--- src/rtl/fetch_stage.sv ---
// Instruction-fetch stage: issues req/ack reads at pc_curr, buffers fetched
// instructions with their PC in an IF/ID FIFO, stalls the PC while a fetch is
// outstanding or the buffer is full, and drops wrong-path work on flush.
// Optional statistics counters are enabled with `define FETCH_STATS_EN.
module fetch_stage #(
  parameter int PC_W    = 6,
  parameter int INSTR_W = 32,
  parameter int DEPTH   = 2
) (
  input  logic               clk,
  input  logic               rst_n,
  input  logic [PC_W-1:0]    pc_curr,
  output logic               pc_stall,
  input  logic               flush,
  output logic               imem_req,
  output logic [PC_W-1:0]    imem_addr,
  input  logic               imem_ack,
  input  logic [INSTR_W-1:0] imem_rdata,
  input  logic               id_ready,
  output logic               ifid_valid,
  output logic [INSTR_W-1:0] ifid_instr,
  output logic [PC_W-1:0]    ifid_pc,
  output logic [PC_W-1:0]    ifid_pc_plus4
`ifdef FETCH_STATS_EN
  ,
  output logic [15:0]        stat_fetch,
  output logic [15:0]        stat_stall
`endif
);

  localparam int CNT_W = $clog2(DEPTH + 1);
  localparam logic [CNT_W-1:0] DEPTH_C = CNT_W'(DEPTH);

  typedef enum logic [1:0] {IDLE, WAIT, KILL} state_t;

  state_t             state_q, state_d;
  logic [CNT_W-1:0]   count_q;
  logic [CNT_W-1:0]   cnt_after_pop;
  logic [PC_W-1:0]    kill_addr_q;
  logic [INSTR_W-1:0] instr_mem [DEPTH];
  logic [PC_W-1:0]    pc_mem    [DEPTH];
  logic               pop;
  logic               push;
  logic               kill_load;

  // Entry 0 is always the head, so the outputs come straight from it; when the
  // buffer drains nothing shifts over entry 0 and it keeps the last head.
  assign ifid_valid    = (count_q != '0);
  assign pop           = ifid_valid & id_ready;
  assign cnt_after_pop = count_q - CNT_W'(pop);
  assign ifid_instr    = instr_mem[0];
  assign ifid_pc       = pc_mem[0];
  assign ifid_pc_plus4 = ifid_pc + PC_W'(4);

  // Next-state, memory request and PC stall decode.
  always_comb begin
    state_d   = state_q;
    imem_req  = 1'b0;
    imem_addr = pc_curr;
    push      = 1'b0;
    kill_load = 1'b0;
    case (state_q)
      IDLE: begin
        if (flush || (cnt_after_pop < DEPTH_C)) state_d = WAIT;
      end
      WAIT: begin
        imem_req = 1'b1;
        if (imem_ack) begin
          if (!flush) begin
            push    = 1'b1;
            state_d = ((cnt_after_pop + CNT_W'(1)) < DEPTH_C) ? WAIT : IDLE;
          end else begin
            state_d = WAIT;
          end
        end else if (flush) begin
          kill_load = 1'b1;
          state_d   = KILL;
        end
      end
      KILL: begin
        imem_req  = 1'b1;
        imem_addr = kill_addr_q;
        if (imem_ack) state_d = WAIT;
      end
      default: state_d = IDLE;
    endcase
    pc_stall = !(flush | ((state_q == WAIT) & imem_ack));
  end

  // State, occupancy and wrong-path address registers.
  always_ff @(posedge clk or negedge rst_n) begin
    if (!rst_n) begin
      state_q     <= IDLE;
      count_q     <= '0;
      kill_addr_q <= '0;
    end else begin
      state_q <= state_d;
      if (flush) count_q <= '0;
      else       count_q <= cnt_after_pop + CNT_W'(push);
      if (kill_load) kill_addr_q <= pc_curr;
    end
  end

  // Shift-down FIFO storage: pop moves valid entries toward the head, push
  // lands in the first free slot after the pop.
  always_ff @(posedge clk or negedge rst_n) begin
    if (!rst_n) begin
      for (int unsigned i = 0; i < DEPTH; i++) begin
        instr_mem[i] <= '0;
        pc_mem[i]    <= '0;
      end
    end else if (!flush) begin
      for (int unsigned i = 0; i + 1 < DEPTH; i++) begin
        if (pop && (CNT_W'(i + 1) < count_q)) begin
          instr_mem[i] <= instr_mem[i + 1];
          pc_mem[i]    <= pc_mem[i + 1];
        end
      end
      for (int unsigned i = 0; i < DEPTH; i++) begin
        if (push && (CNT_W'(i) == cnt_after_pop)) begin
          instr_mem[i] <= imem_rdata;
          pc_mem[i]    <= pc_curr;
        end
      end
    end
  end

`ifdef FETCH_STATS_EN
  // Saturating fetch and stall-cycle counters.
  always_ff @(posedge clk or negedge rst_n) begin
    if (!rst_n) begin
      stat_fetch <= '0;
      stat_stall <= '0;
    end else begin
      if (push && (stat_fetch != '1))     stat_fetch <= stat_fetch + 16'd1;
      if (pc_stall && (stat_stall != '1)) stat_stall <= stat_stall + 16'd1;
    end
  end
`endif

endmodule

--- config.mk ---
export PLATFORM = sky130hd
export DESIGN_NAME = fetch_stage
export DESIGN_NICKNAME = d
export VERILOG_FILES = /design/src/rtl/fetch_stage.sv
export SDC_FILE = /design/constraint.sdc
export NUM_CORES = 1
export LEC_CHECK = 0
export ABC_AREA = 1
export BUFFER_PORTS_ARGS = -buffer_cell sky130_fd_sc_hd__buf_2
export CAP_MARGIN = 20
export CORE_UTILIZATION = 35
export CTS_BUF_LIST = sky130_fd_sc_hd__clkbuf_2 sky130_fd_sc_hd__clkbuf_4 sky130_fd_sc_hd__clkbuf_8
export DETAILED_ROUTE_END_ITERATION = 12
export GPL_TIMING_DRIVEN = 0
export PLACE_DENSITY_LB_ADDON = 0.12
export SLEW_MARGIN = 20
export SYNTH_ARGS = -nofsm -noshare
export SYNTH_HDL_FRONTEND = slang
export SYNTH_SLANG_ARGS = --single-unit
--- constraint.sdc ---
create_clock -name clk -period 2.55 [get_ports clk]
set_input_delay 0.1275 -clock clk [delete_from_list [all_inputs] [get_ports clk]]
set_output_delay 0.1275 -clock clk [all_outputs]
set_load 0.01 [all_outputs]
==> results.tsv, run 1 <==
metric	value	unit
crit_fanout	10	
numCtsBuffers	9	
hold_viol	0	
ys.warnings.count	0	
vias	3681	
hold_start	imem_rdata[29]	
die_x	112	um
start_kind	flop	
fin_crit_sh	0.872	
synth_area_leaders	dfrtp_1 51%, nand2_1 15%, nand3_1 13%	
cts_tree	yes	
clkTransAtPathRegs	0.09	ns
setup-tns-final	0	ns
hold_class	in2reg	
worst_slew_pin_slew	0.543	ns
powerDensity	1070	nW/um^2
utilization	0.473	
timing.fmax	0.450	GHz
synth_area	4260	um^2
grt_pass1_wl	17600	um
core.rowCount	39	
wire_per_inst	13.1	um
clock_sinks	86	
drive_gt1_frac	0.277	
clock_skew	0.00725	ns
rr_endpoint	pc_mem[5]	
hold_buffers	30	
reg2reg_from	count_q[1]	
io_buffers	95	
slew_headroom	0.638	
min_path_cells	3	
dp_hpwl	7200	um
setup_viol	0	
avgSynthCellArea	8.40	um^2
crit_top_cell	nand2_1	
synth_cell_types	21	
diodes	0	
fin_crit	2.22	ns
outcome	finished, violations left	
overflow	0	
final-max-slew-violation-count	0	
cts_root_buf	clkbuf_8	
r2r_setup_slack	0.33	ns
pre_cts_ws	0.261	ns
synth-seq-area-share	0.506	
crit_path_end_kind	flop	
core-area	11600	um^2
vias_per_cell	4.65	
drt_first_pass_iters	8	
gp_congestion	0.808	
h-tree-depth	3	
ctsResizeCount	0	
start_util	0.367	
path_class	reg2reg	
grt_use_total	0.177	
nets	696	
totalWireLength	10400	um
grt_pass1_vias	3624	
route.detailed.drc	4	
synth_top_area_cell	dfrtp_1	
irDropWorstVdd	0.399	mV
syn_inst	507	
violations	design-rule violations	
arrival	2.46	ns
clock_latency	0.37	ns
rsz0062_at_grt	no	
drt_iter0_drc	199	
antenna_found_initial	0	
cts_buffer_depth	2	
die_height	112	um
top_level_ports	96	
worst_ep_required_time	2.79	ns
min_delay_worst_endpoint	ifid_instr[29]	
die_area	12600	um^2
crit_slowest_cell	dfrtp_1	
ant_nets	0	
p_leak	2.99	nW
r2r_cells	11	
synth.ff_latch_count	86	
path_cells	inv_1 -> a21oi_1 -> ha_1 -> nand2_1 -> nand2_1 -> ha_1 -> clkbuf_1 -> nand2_1 -> buf_2 -> nand2_1 -> o21ai_0	
cpPeakStageDelay	0.40	ns
maxCapViolations	0	
syn-num-nets	559	
yosysTopAreaCellShare	0.506	
worst_slack	0.327	ns
grt_max_degree	63	
area_growth	29.2	%
cts_setup_buffers	0	
[state kept, by name, summed over array words and instances (netlist names)]
signal / cells
count_q: 2
state_q: 2
instr_mem: 32
ifid_instr: 32
kill_addr_q: 6
pc_mem: 6
ifid_pc: 6
[cells in the final DEF (no fill, tap or decap), types with 3 or more instances in the layout]
cell | netlist | final
buf_2 | 12 | 106
nor2_1 | 5 | 5
inv_2 | 3 | 3
o21ai_0 | 18 | 18
dlygate4sd3_1 | 0 | 30
inv_1 | 19 | 19
nand3_1 | 113 | 113
nand2_1 | 175 | 175
buf_4 | 41 | 41
ha_1 | 9 | 9
dfrtp_1 | 86 | 86
clkbuf_1 | 6 | 6
clkbuf_8 | 0 | 14
buf_6 | 8 | 9
[worst max-delay path by stage]
stage                 to        from  slack [ns]  cells past startpoint
2_1_floorplan  pc_mem[4]  count_q[1]        0.74                     12
3_3_place_gp   pc_mem[5]  count_q[1]        0.35                     12
3_5_place_dp   pc_mem[5]  count_q[1]        0.26                     11
4_1_cts        pc_mem[5]  count_q[1]        0.24                     10
5_1_grt        pc_mem[5]  count_q[1]        0.04                     11
6_report       pc_mem[5]  count_q[1]        0.33                     11
[cell usage after synthesis, drive strengths merged]
cell / count
a21oi: 2
buf: 63
clkbuf: 6
dfrtp: 86
ha: 9
inv: 22
nand2: 177
nand3: 114
nand4: 1
nor2: 6
o21ai: 18
xnor2: 1
xor2: 2
[logic make-up after synthesis]
family / share of synthesized area
and+or+nand+nor: 0.304
buffers and inverters: 0.134
DFF: 0.506
AOI/OAI and AO/OA: 0.0235
adders and majority gates: 0.0265
xor gates and xnor gates: 0.00617
[worst max-delay path, delay by kind of cell (launching register included)]
kind | cells | cell delay [ns]
compound gates | 2 | 0.24
buf+inv | 3 | 0.56
simple gates | 4 | 0.54
flops | 1 | 0.40
fa+ha+maj | 2 | 0.35
[per-layer routing]
metal | share of wire | GRT usage | up-vias
met4 | 0.020 | 0.0800 | 0
li1 | - | - | 1859
met1 | 0.47 | 0.231 | 1740
met2 | 0.47 | 0.291 | 68
met5 | 0 | 0 | -
met3 | 0.038 | 0.0297 | 14
[metrics by stage]
stage          hold WS [ns]  cells  total power, mW  instance area [um^2]
6_report             0.0127    792             5.87                  5500
5_1_grt            0.000712    792             6.35                  5500
4_1_cts             0.00199    792             5.94                  5500
3_5_place_dp        0.00457    746             4.71                  4940
3_3_place_gp          0.366    745             4.63                  4910
2_1_floorplan        -0.168    507             3.91                  4260
[where the power goes]
part | internal (mW) | switching (mW) | total, mW
Clock | 0.687 | 0.502 | 1.19
Sequential | 1.93 | 0.327 | 2.26
Combinational | 1.12 | 1.30 | 2.42
Total | 3.74 | 2.13 | 5.87
[cell type report]
| class | count | area, um^2 |
|---|---|---|
| fill | 1182 | 6120 |
| sequential | 86 | 2150 |
| multi-input combinational | 330 | 1530 |
| timing repair buffer | 126 | 810 |
| buffer | 69 | 488 |
| clock buffer | 14 | 193 |
| tap | 143 | 179 |
| inverter | 22 | 82.6 |
| clock inverter | 2 | 60.1 |
(Power assumes the default switching activity.)
==> run 2, diff against run 1 <==
==> constraint.sdc (replaced) <==
create_clock -name clk -period 2.55 [get_ports clk]
set_input_delay 0.3825 -clock clk [delete_from_list [all_inputs] [get_ports clk]]
set_output_delay 0.3825 -clock clk [all_outputs]
set_load 0.01 [all_outputs]
==> run 2 against run 1 <==
  * The flow still finishes with violations (design-rule violations)
  * Core utilization down 2.5 points
  * Clock power about the same
  * Hold slack improved by 0.23 ns
  * Count of clock-buffer cells in the layout unchanged
  * Sequential cell count stayed put
  * Final cell count shrank 3.7%
  * Critical path type unchanged
  * Critical endpoint unchanged
  * Largest power group unchanged
==> results.tsv, run 2 (synthesis results as in run 1) <==
metric	value	unit	change
outcome	finished, violations left		
violations	design-rule violations		
start_util	0.367		unchanged
ctsResizeCount	0		unchanged
grt_pass1_wl	17300	um	-1.7%
fill_cells	1209		+2.3%
cts_setup_buffers	0		unchanged
seqPwrFrac	0.388		+0.003
final-max-slew-violation-count	0		unchanged
layout.cells.most_common	nand2_1		
p_sw	2.12	mW	-0.54%
p_int	3.71	mW	-0.78%
min_delay_worst_endpoint	ifid_instr[30]		
numCtsBuffers	9		unchanged
p_leak	2.87	nW	-4.1%
die_height	112	um	unchanged
rsz0062_at_grt	no		
path_class	reg2reg		
wire_per_inst	13.3	um	+1.7%
p_comb_frac	0.408		-0.004
rr_endpoint	pc_mem[5]		
antenna_found_initial	0		unchanged
utilization	0.448		-0.0250
crit_fanout	10		unchanged
cp.buffers_inverters	3		unchanged
clock_skew	0.00760	ns	+0.000349 ns
io_buffers	95		unchanged
cts_buffer_depth	2		unchanged
r2r_cells	11		unchanged
fin_crit	2.23	ns	+0.00222 ns
setup_viol	0		unchanged
overflow	0		unchanged
nets	667		-4.2%
gp_congestion	0.808		unchanged
drt_first_pass_iters	10		+2
totalWireLength	10100	um	-2.1%
hold_class	in2reg		
hold_buffers	1		-97%
cts_root_buf	clkbuf_8		
hold_viol	0		unchanged
min_path_cells	3		unchanged
dp_hpwl	7200	um	unchanged
irDropWorstVdd	0.397	mV	-0.68%
clock_latency	0.37	ns	about the same
vias	3572		-3.0%
die_x	112	um	unchanged
die_area	12600	um^2	unchanged
crit_slowest_cell	dfrtp_1		
arrival	2.47	ns	about the same
area_growth	22.3	%	
reg2reg_from	count_q[1]		
slew_headroom	0.640		+0.00228
clock_sinks	86		unchanged
hold_start	imem_rdata[30]		
powerDensity	1120	nW/um^2	+4.8%
maxCapViolations	0		unchanged
swShare	0.364		+0.000554
timing.fmax	0.449	GHz	-0.10%
grt_use_total	0.175		-0.00235
grt_max_degree	63		unchanged
crit_path_end_kind	flop		
setup-tns-final	0	ns	unchanged
fin_crit_sh	0.873		+0.000873
r2r_setup_slack	0.32	ns	about the same
worst_slew_pin_slew	0.540	ns	-0.00342 ns
final_cell_mix	175 x nand2_1, 113 x nand3_1, 106 x buf_2		
diodes	0		unchanged
path_cells	inv_1 -> a21oi_1 -> ha_1 -> nand2_1 -> nand2_1 -> ha_1 -> clkbuf_1 -> nand2_1 -> buf_2 -> nand2_1 -> o21ai_0		
drt_iter0_drc	206		+3.5%
worst_ep_required_time	2.79	ns	about the same
route.detailed.drc	4		unchanged
grt_pass1_vias	3513		-3.1%
drive_gt1_frac	0.290		+0.0130
start_kind	flop		
h-tree-depth	3		unchanged
ant_nets	0		unchanged
clkTransAtPathRegs	0.09	ns	about the same
cpPeakStageDelay	0.40	ns	about the same
cp_top_family	buffers and inverters		
core-area	11600	um^2	unchanged
top_level_ports	96		unchanged
core.rowCount	39		unchanged
cts_tree	yes		
vias_per_cell	4.68		+0.73%
clkPwrFrac	0.204		about the same
crit_top_cell	nand2_1		
-- run 2: changes by cell type in the layout (fill, tap and decap cells not counted), sizes merged --
cell         change
dlygate4sd3     -29
-- run 2: how the worst max path moves through the flow --
stage                     cells past startpoint             to  startpoint  slack (ns)
after CTS                                    10      pc_mem[5]  count_q[1]        0.24
after global placement                        1  ifid_instr[6]       rst_n        0.26
final                                        11      pc_mem[5]  count_q[1]        0.32
after global routing                         11      pc_mem[5]  count_q[1]        0.04
after floorplan                              12      pc_mem[4]  count_q[1]        0.74
after detailed placement                     12      pc_mem[5]    id_ready        0.23
-- run 2: worst min-delay path, cell delays in order --
cell and delay, ns:
buf_2 0.09, nand2_1 0.05, nand3_1 0.07
-- run 2: layer usage --
layer  GRT usage  vias up  routed length [um]
met5           0        -                   0
met4      0.0800        0                 212
met3      0.0302       16                 354
met2       0.286       65                4820
met1       0.228     1693                4760
li1            -     1798                   -
-- run 2: area by class of cell --
type / instances / area (um^2) / share of cell area
timing repair buffer: 97 / 519 / 0.0997
buffer: 69 / 488 / 0.0937
clock inverter: 2 / 60.1 / 0.0115
multi-input combinational: 330 / 1530 / 0.295
tap: 143 / 179 / 0.0344
sequential: 86 / 2150 / 0.413
clock buffer: 14 / 193 / 0.0370
inverter: 22 / 82.6 / 0.0159
-- run 2: power by group through the flow --
stage               Combinational (mW)  Sequential [mW]  Clock [mW]
finish                            2.38             2.26        1.19
global route                      2.70             2.34        1.27
CTS                               2.43             2.26        1.21
detailed placement                2.43             2.29           0
global placement                  2.37             2.26           0
floorplan                         1.71             2.20           0
-- run 2: per-stage QoR --
step                      setup slack (ns)  hold WS, ns  instances  instance area, um^2  power (mW)
final                                0.325        0.245        763                 5210        5.83
after global routing                0.0356        0.242        763                 5210        6.32
after CTS                            0.236        0.232        763                 5210        5.91
after detailed placement             0.229        0.260        746                 4940        4.71
after global placement               0.256        0.454        745                 4910        4.63
after floorplan                      0.737       0.0869        507                 4260        3.91
